**src/rtl/demux_dispatch_ctrl.sv**
```systemverilog
// Dispatch controller for the 1-to-4 demultiplexer datapath.
// Accepts one word at a time from an upstream valid/ready source, chooses a
// destination channel (round-robin over enabled channels, or a fixed channel),
// drives the demux select lines and holds the word until the chosen channel
// accepts it, or until it is dropped because the channel was disabled or the
// wait exceeded TIMEOUT cycles.
module demux_dispatch_ctrl #(
  parameter int DATA_W  = 8,
  parameter int CNT_W   = 16,
  parameter int TIMEOUT = 15
) (
  input  logic              clk,
  input  logic              rst_n,
  input  logic              in_valid,
  input  logic [DATA_W-1:0] in_data,
  output logic              in_ready,
  input  logic              cfg_mode,
  input  logic [1:0]        cfg_fixed_sel,
  input  logic [3:0]        cfg_en,
  output logic [1:0]        sel,
  output logic [3:0]        out_valid,
  output logic [DATA_W-1:0] out_data,
  input  logic [3:0]        out_ready,
  output logic [CNT_W-1:0]  sent_cnt,
  output logic              drop_pulse
);

  // The wait counter only needs to reach TIMEOUT-1: the drop is decided in
  // the SEND cycle where one more stalled cycle would hit TIMEOUT.
  localparam int WAIT_W = (TIMEOUT > 1) ? $clog2(TIMEOUT) : 1;
  localparam logic [WAIT_W-1:0] WAIT_LAST = WAIT_W'((TIMEOUT > 0) ? TIMEOUT - 1 : 0);

  typedef enum logic {
    IDLE = 1'b0,
    SEND = 1'b1
  } state_t;

  state_t              state_q, state_d;
  logic [1:0]          sel_q, sel_d;
  logic [1:0]          rr_ptr_q, rr_ptr_d;
  logic [DATA_W-1:0]   data_q, data_d;
  logic [CNT_W-1:0]    cnt_q, cnt_d;
  logic                drop_q, drop_d;
  logic [WAIT_W-1:0]   wait_q, wait_d;

  logic                target_avail;
  logic [1:0]          target;
  logic                timeout_hit;

  // First enabled channel at or above ptr, wrapping 3 -> 0.
  function automatic logic [1:0] rr_pick(input logic [1:0] ptr, input logic [3:0] en);
    logic [1:0] idx;
    logic [1:0] pick;
    logic       found;
    pick  = ptr;
    found = 1'b0;
    for (int k = 0; k < 4; k++) begin
      idx = ptr + 2'(k);
      if (!found && en[idx]) begin
        pick  = idx;
        found = 1'b1;
      end
    end
    return pick;
  endfunction

  // Destination selection and availability for the word offered in IDLE.
  always_comb begin
    target_avail = 1'b0;
    target       = 2'd0;
    if (cfg_mode) begin
      target_avail = cfg_en[cfg_fixed_sel];
      target       = cfg_fixed_sel;
    end else begin
      target_avail = |cfg_en;
      target       = rr_pick(rr_ptr_q, cfg_en);
    end
  end

  // Timeout only applies when TIMEOUT is non-zero.
  always_comb begin
    timeout_hit = (TIMEOUT > 0) && (wait_q == WAIT_LAST);
  end

  // Next-state logic and handshake outputs; delivery has priority over drop.
  always_comb begin
    state_d   = state_q;
    sel_d     = sel_q;
    rr_ptr_d  = rr_ptr_q;
    data_d    = data_q;
    cnt_d     = cnt_q;
    drop_d    = 1'b0;
    wait_d    = wait_q;
    in_ready  = 1'b0;
    out_valid = 4'b0000;

    case (state_q)
      IDLE: begin
        // in_ready must read low while reset is held, even though the state
        // register already sits in IDLE.
        in_ready = rst_n & target_avail;
        wait_d   = '0;
        if (in_valid && in_ready) begin
          data_d  = in_data;
          sel_d   = target;
          state_d = SEND;
        end
      end

      SEND: begin
        out_valid = 4'b0001 << sel_q;
        if (out_ready[sel_q]) begin
          cnt_d    = cnt_q + CNT_W'(1);
          rr_ptr_d = sel_q + 2'd1;
          wait_d   = '0;
          state_d  = IDLE;
        end else if (!cfg_en[sel_q] || timeout_hit) begin
          drop_d   = 1'b1;
          rr_ptr_d = sel_q + 2'd1;
          wait_d   = '0;
          state_d  = IDLE;
        end else begin
          wait_d   = wait_q + WAIT_W'(1);
        end
      end

      default: begin
        state_d = IDLE;
      end
    endcase
  end

  // State and datapath registers, all cleared by the asynchronous reset.
  always_ff @(posedge clk or negedge rst_n) begin
    if (!rst_n) begin
      state_q  <= IDLE;
      sel_q    <= 2'd0;
      rr_ptr_q <= 2'd0;
      data_q   <= '0;
      cnt_q    <= '0;
      drop_q   <= 1'b0;
      wait_q   <= '0;
    end else begin
      state_q  <= state_d;
      sel_q    <= sel_d;
      rr_ptr_q <= rr_ptr_d;
      data_q   <= data_d;
      cnt_q    <= cnt_d;
      drop_q   <= drop_d;
      wait_q   <= wait_d;
    end
  end

  assign sel        = sel_q;
  assign out_data   = data_q;
  assign sent_cnt   = cnt_q;
  assign drop_pulse = drop_q;

endmodule

```
**config.mk**
```make
export PLATFORM = sky130hd
export DESIGN_NAME = demux_dispatch_ctrl
export DESIGN_NICKNAME = d
export VERILOG_FILES = /design/src/rtl/demux_dispatch_ctrl.sv
export SDC_FILE = /design/constraint.sdc
export NUM_CORES = 1
export LEC_CHECK = 0
export ABC_CLOCK_PERIOD_IN_PS = 2600
export CORE_MARGIN = 1
export CORE_UTILIZATION = 50
export DETAILED_ROUTE_END_ITERATION = 10
export PLACE_DENSITY = 0.84
export SYNTH_ARGS = -nofsm -noshare
export SYNTH_HDL_FRONTEND = slang
export SYNTH_SLANG_ARGS = --single-unit
export TNS_END_PERCENT = 10
```
**constraint.sdc**
```tcl
create_clock -name clk -period 2.6 [get_ports clk]
set_input_delay 0.78 -clock clk [delete_from_list [all_inputs] [get_ports clk]]
set_output_delay 0.78 -clock clk [all_outputs]
set_load 0.01 [all_outputs]
```
==> run_results.csv <==
group,metric,value,unit
status,status,"finished, final reports clean",
critical_path,rr_worst_depth,3,
clocking,cts_made_buffers,5,
logic_synthesis,synth_top_family_by_area,"simple AND/OR/NAND/NOR gates",
final_layout,seq_area,853,um2
clocking,cts_root_buf,"clkbuf_4",
logic_synthesis,ys_ff_latch,34,
logic_synthesis,ys_types,44,
floorplan,die_y,62.0,um
logic_synthesis,synth_nets,189,
routing,dr.pass1.iters,4,
critical_path,cp_data_arrival_time,1.76,ns
logic_synthesis,ys_warn_count,0,
min_path,holdPathStages,1,
clocking,cts.sinks,34,
critical_path,critPathLaunchType,"primary input",
pwr,p_leak,1.18,nW
final_layout,final_nets,261,
critical_path,r2r_end,"rr_ptr_q[0]",
routing,drc,0,
placement,dp_hpwl,3.08,mm
floorplan,rows,21,
floorplan,ioPinCount,54,
logic_synthesis,avgSynthCellArea,11.3,um2
routing,routed_wl,4.20,mm
clocking,htree_num_levels,2,
sta,hold_viol,0,
logic_synthesis,yosys-top-cells-area,"dfrtp_1 47%, mux2_2 6.9%, ha_1 4.9%",
sta,worst_slew_pin_slew,0.427,ns
critical_path,worstPathRequired,1.82,ns
global_route,grt_max_degree,35,
logic_synthesis,ys_seq_area_frac,0.472,
logic_synthesis,ys.flop_type,"dfrtp_1",
critical_path,r2r-start,"sel[1]",
clocking,cts_tree,"done",
clocking,insertion_delay,0.34,ns
logic_synthesis,synth_edf_count,0,
routing,viasPerCell,5.36,
floorplan,die-area,0.00385,mm2
sta,rsz0062_at_grt,"false",
pwr,power.density,693,mW/mm2
logic_synthesis,netlist_instances,160,
logic_synthesis,synthSimpleGateAreaFrac,0.197,
placement,portBuffers,53,
flow_run,maxCapViolCount,0,
floorplan,die_x,62.0,um
logic_synthesis,synthAdderAreaFrac,0.0486,
critical_path,r2r_setup_slack,0.84,ns
critical_path,critical_path_class,"in2out",
floorplan,start_util,0.532,
sta,maxSlewViolCount,0,
final_layout,num_antenna_cells,0,
final_layout,area_growth,42.2,%
sta,skew,0.0120,ns
routing,ant_nets,0,
final_layout,finalNonFillerCells,279,
sta,setup_violations,0,
logic_synthesis,async_flop_share,1.00,
placement,placedCellCount,267,
sta,clock.fmax,394,MHz
min_path,hold_path.class,"reg2reg",
global_route,grt-ovfl-total,0,
placement,post-place-ws,-0.602,ns
logic_synthesis,synth-compound-area-share,0.0583,
logic_synthesis,synthMuxAreaShare,0.101,
final_layout,multi_input_area,905,um2
logic_synthesis,synth_xor_xnor_area_share,0.0868,
global_route,grt_pass1_vias,1464,
min_path,min_to,"sent_cnt[9]",
logic_synthesis,synth_top_cell_by_area,"dfrtp_1",
logic_synthesis,netlist_area,0.00180,mm2
critical_path,end_kind,"output pin",
min_path,min-delay-start,"sent_cnt[9]",
placement,place.gp.congestion,0.855,
critical_path,path_max_fanout,2,
final_layout,drive_gt1_frac,0.210,
global_route,antenna_found_initial,0,
logic_synthesis,synth_top_area_share,0.472,
global_route,grt_usage,0.248,
pwr,ir_worst_vdd,0.501,mV
sta,fin_crit,2.54,ns
clocking,max-clock-path-buffers,2,
routing,wl_per_cell,15.0,um
sta,max_slew_margin,0.716,
sta,finalCritPeriodShare,0.976,
routing,via_count,1495,
clocking,cts.clk_slew.worst_paths,0.11,ns
floorplan,core,0.00339,mm2
sta,layout_setup_ws,0.0616,ns
final_layout,nFillCells,239,
global_route,grt_pass1_wl,6.69,mm
routing,dr.first_iter.drc_count,72,
-- per-layer routing --
metal / wire [um] / GRT usage / vias to the layer above / part of all wire
met3: 301 / 0.0621 / 2 / 0.072
li1: - / - / 712 / -
met1: 1670 / 0.310 / 729 / 0.40
met2: 2210 / 0.418 / 52 / 0.53
met4: 16 / 0.0857 / 0 / 0.0038
met5: 0 / 0 / - / 0
-- how the worst max path moves through the flow --
| stage | startpoint | end | cells past startpoint |
|---|---|---|---|
| finish | cfg_en[0] | in_ready | 5 |
| detailed placement | cfg_en[1] | in_ready | 5 |
| global route | sel[1] | out_valid[0] | 4 |
| floorplan | cfg_en[3] | in_ready | 4 |
| CTS | sel[0] | out_valid[2] | 4 |
| global placement | cfg_en[1] | in_ready | 5 |
-- sequential cells by signal, indices dropped and copies added (netlist names) --
register / count
drop_pulse: 1
state_q: 1
out_data: 8
sel: 2
wait_q: 4
sent_cnt: 16
rr_ptr_q: 2
-- metrics by stage --
step | utilization | hold WS (ns) | power [mW] | setup TNS, ns | cell area (um2)
3_5_place_dp | 0.722 | 0.487 | 1.38 | -0.849 | 2450
5_1_grt | 0.756 | 0.527 | 1.88 | 0 | 2560
6_report | 0.756 | 0.503 | 1.78 | 0 | 2560
2_1_floorplan | - | 0.454 | 1.07 | 0 | 1800
3_3_place_gp | 0.722 | 0.465 | 1.34 | -0.584 | 2450
4_1_cts | 0.751 | 0.504 | 1.77 | 0 | 2540
-- placed cells by master (no fill, tap or decap), types with 2 or more instances in the layout --
master           instances
ha_1                     7
nand2b_1                 2
inv_1                    7
nor3_1                   8
mux2_2                  11
clkbuf_1                 2
buf_4                   15
nand4_1                  4
xnor2_1                  8
dlygate4sd2_1            8
xor2_1                   8
and3_1                   2
and3_2                   2
nor3b_1                  2
clkbuf_4                 5
nand2_1                 14
nand3b_1                 3
and2_1                   4
dfrtp_2                  2
dfrtp_1                 32
nor2_1                   7
clkdlybuf4s50_1         43
nor2b_1                  3
nand3_1                  5
-- cell families after synthesis --
family	after synthesis
compound gates	13
mux	14
fa+ha+maj	7
flops	34
xor+xnor	17
buf+inv	12
simple gates	63
-- cells in the mapped netlist (2+ instances only) --
master / count
dfrtp_1: 34
nand2_1: 14
mux2_2: 11
inv_1: 8
nor3_1: 8
xnor2_1: 8
xor2_1: 8
ha_1: 7
nor2_1: 7
nand3_1: 5
and2_1: 4
nand4_1: 4
nand3b_1: 3
nor2b_1: 3
nor3b_1: 3
and3_1: 2
and3_2: 2
nand2b_1: 2
nor4_1: 2
-- power breakdown --
| part | internal (mW) | leakage, nW | total [mW] | switching (mW) |
|---|---|---|---|---|
| Combinational | 0.369 | 0.716 | 0.637 | 0.269 |
| Sequential | 0.632 | 0.425 | 0.758 | 0.126 |
| Clock | 0.204 | 0.0395 | 0.381 | 0.177 |
| Total | 1.20 | 1.18 | 1.78 | 0.572 |
-- cell type report --
class                   instances  area share
inverters                       8      0.0117
repair buffers                 69       0.250
clock inverters                 1      0.0117
flip-flops and latches         34       0.333
well taps                      46      0.0225
multi-input cells             114       0.353
clock buffers                   7      0.0176
-- critical path: stages --
cell and delay [ns]:
dlygate4sd2_1 0.26, nor4_2 0.31, nor3b_2 0.09, and3_1 0.19
buf_2 0.13
-- what timing repair did --
item,in CTS,in global routing
setup buffers,2,2
hold buffers,0,0
resized for setup,18,2
pin swaps,4,1
setup endpoints to repair,4,4
Power figures use the tool's default switching activity.
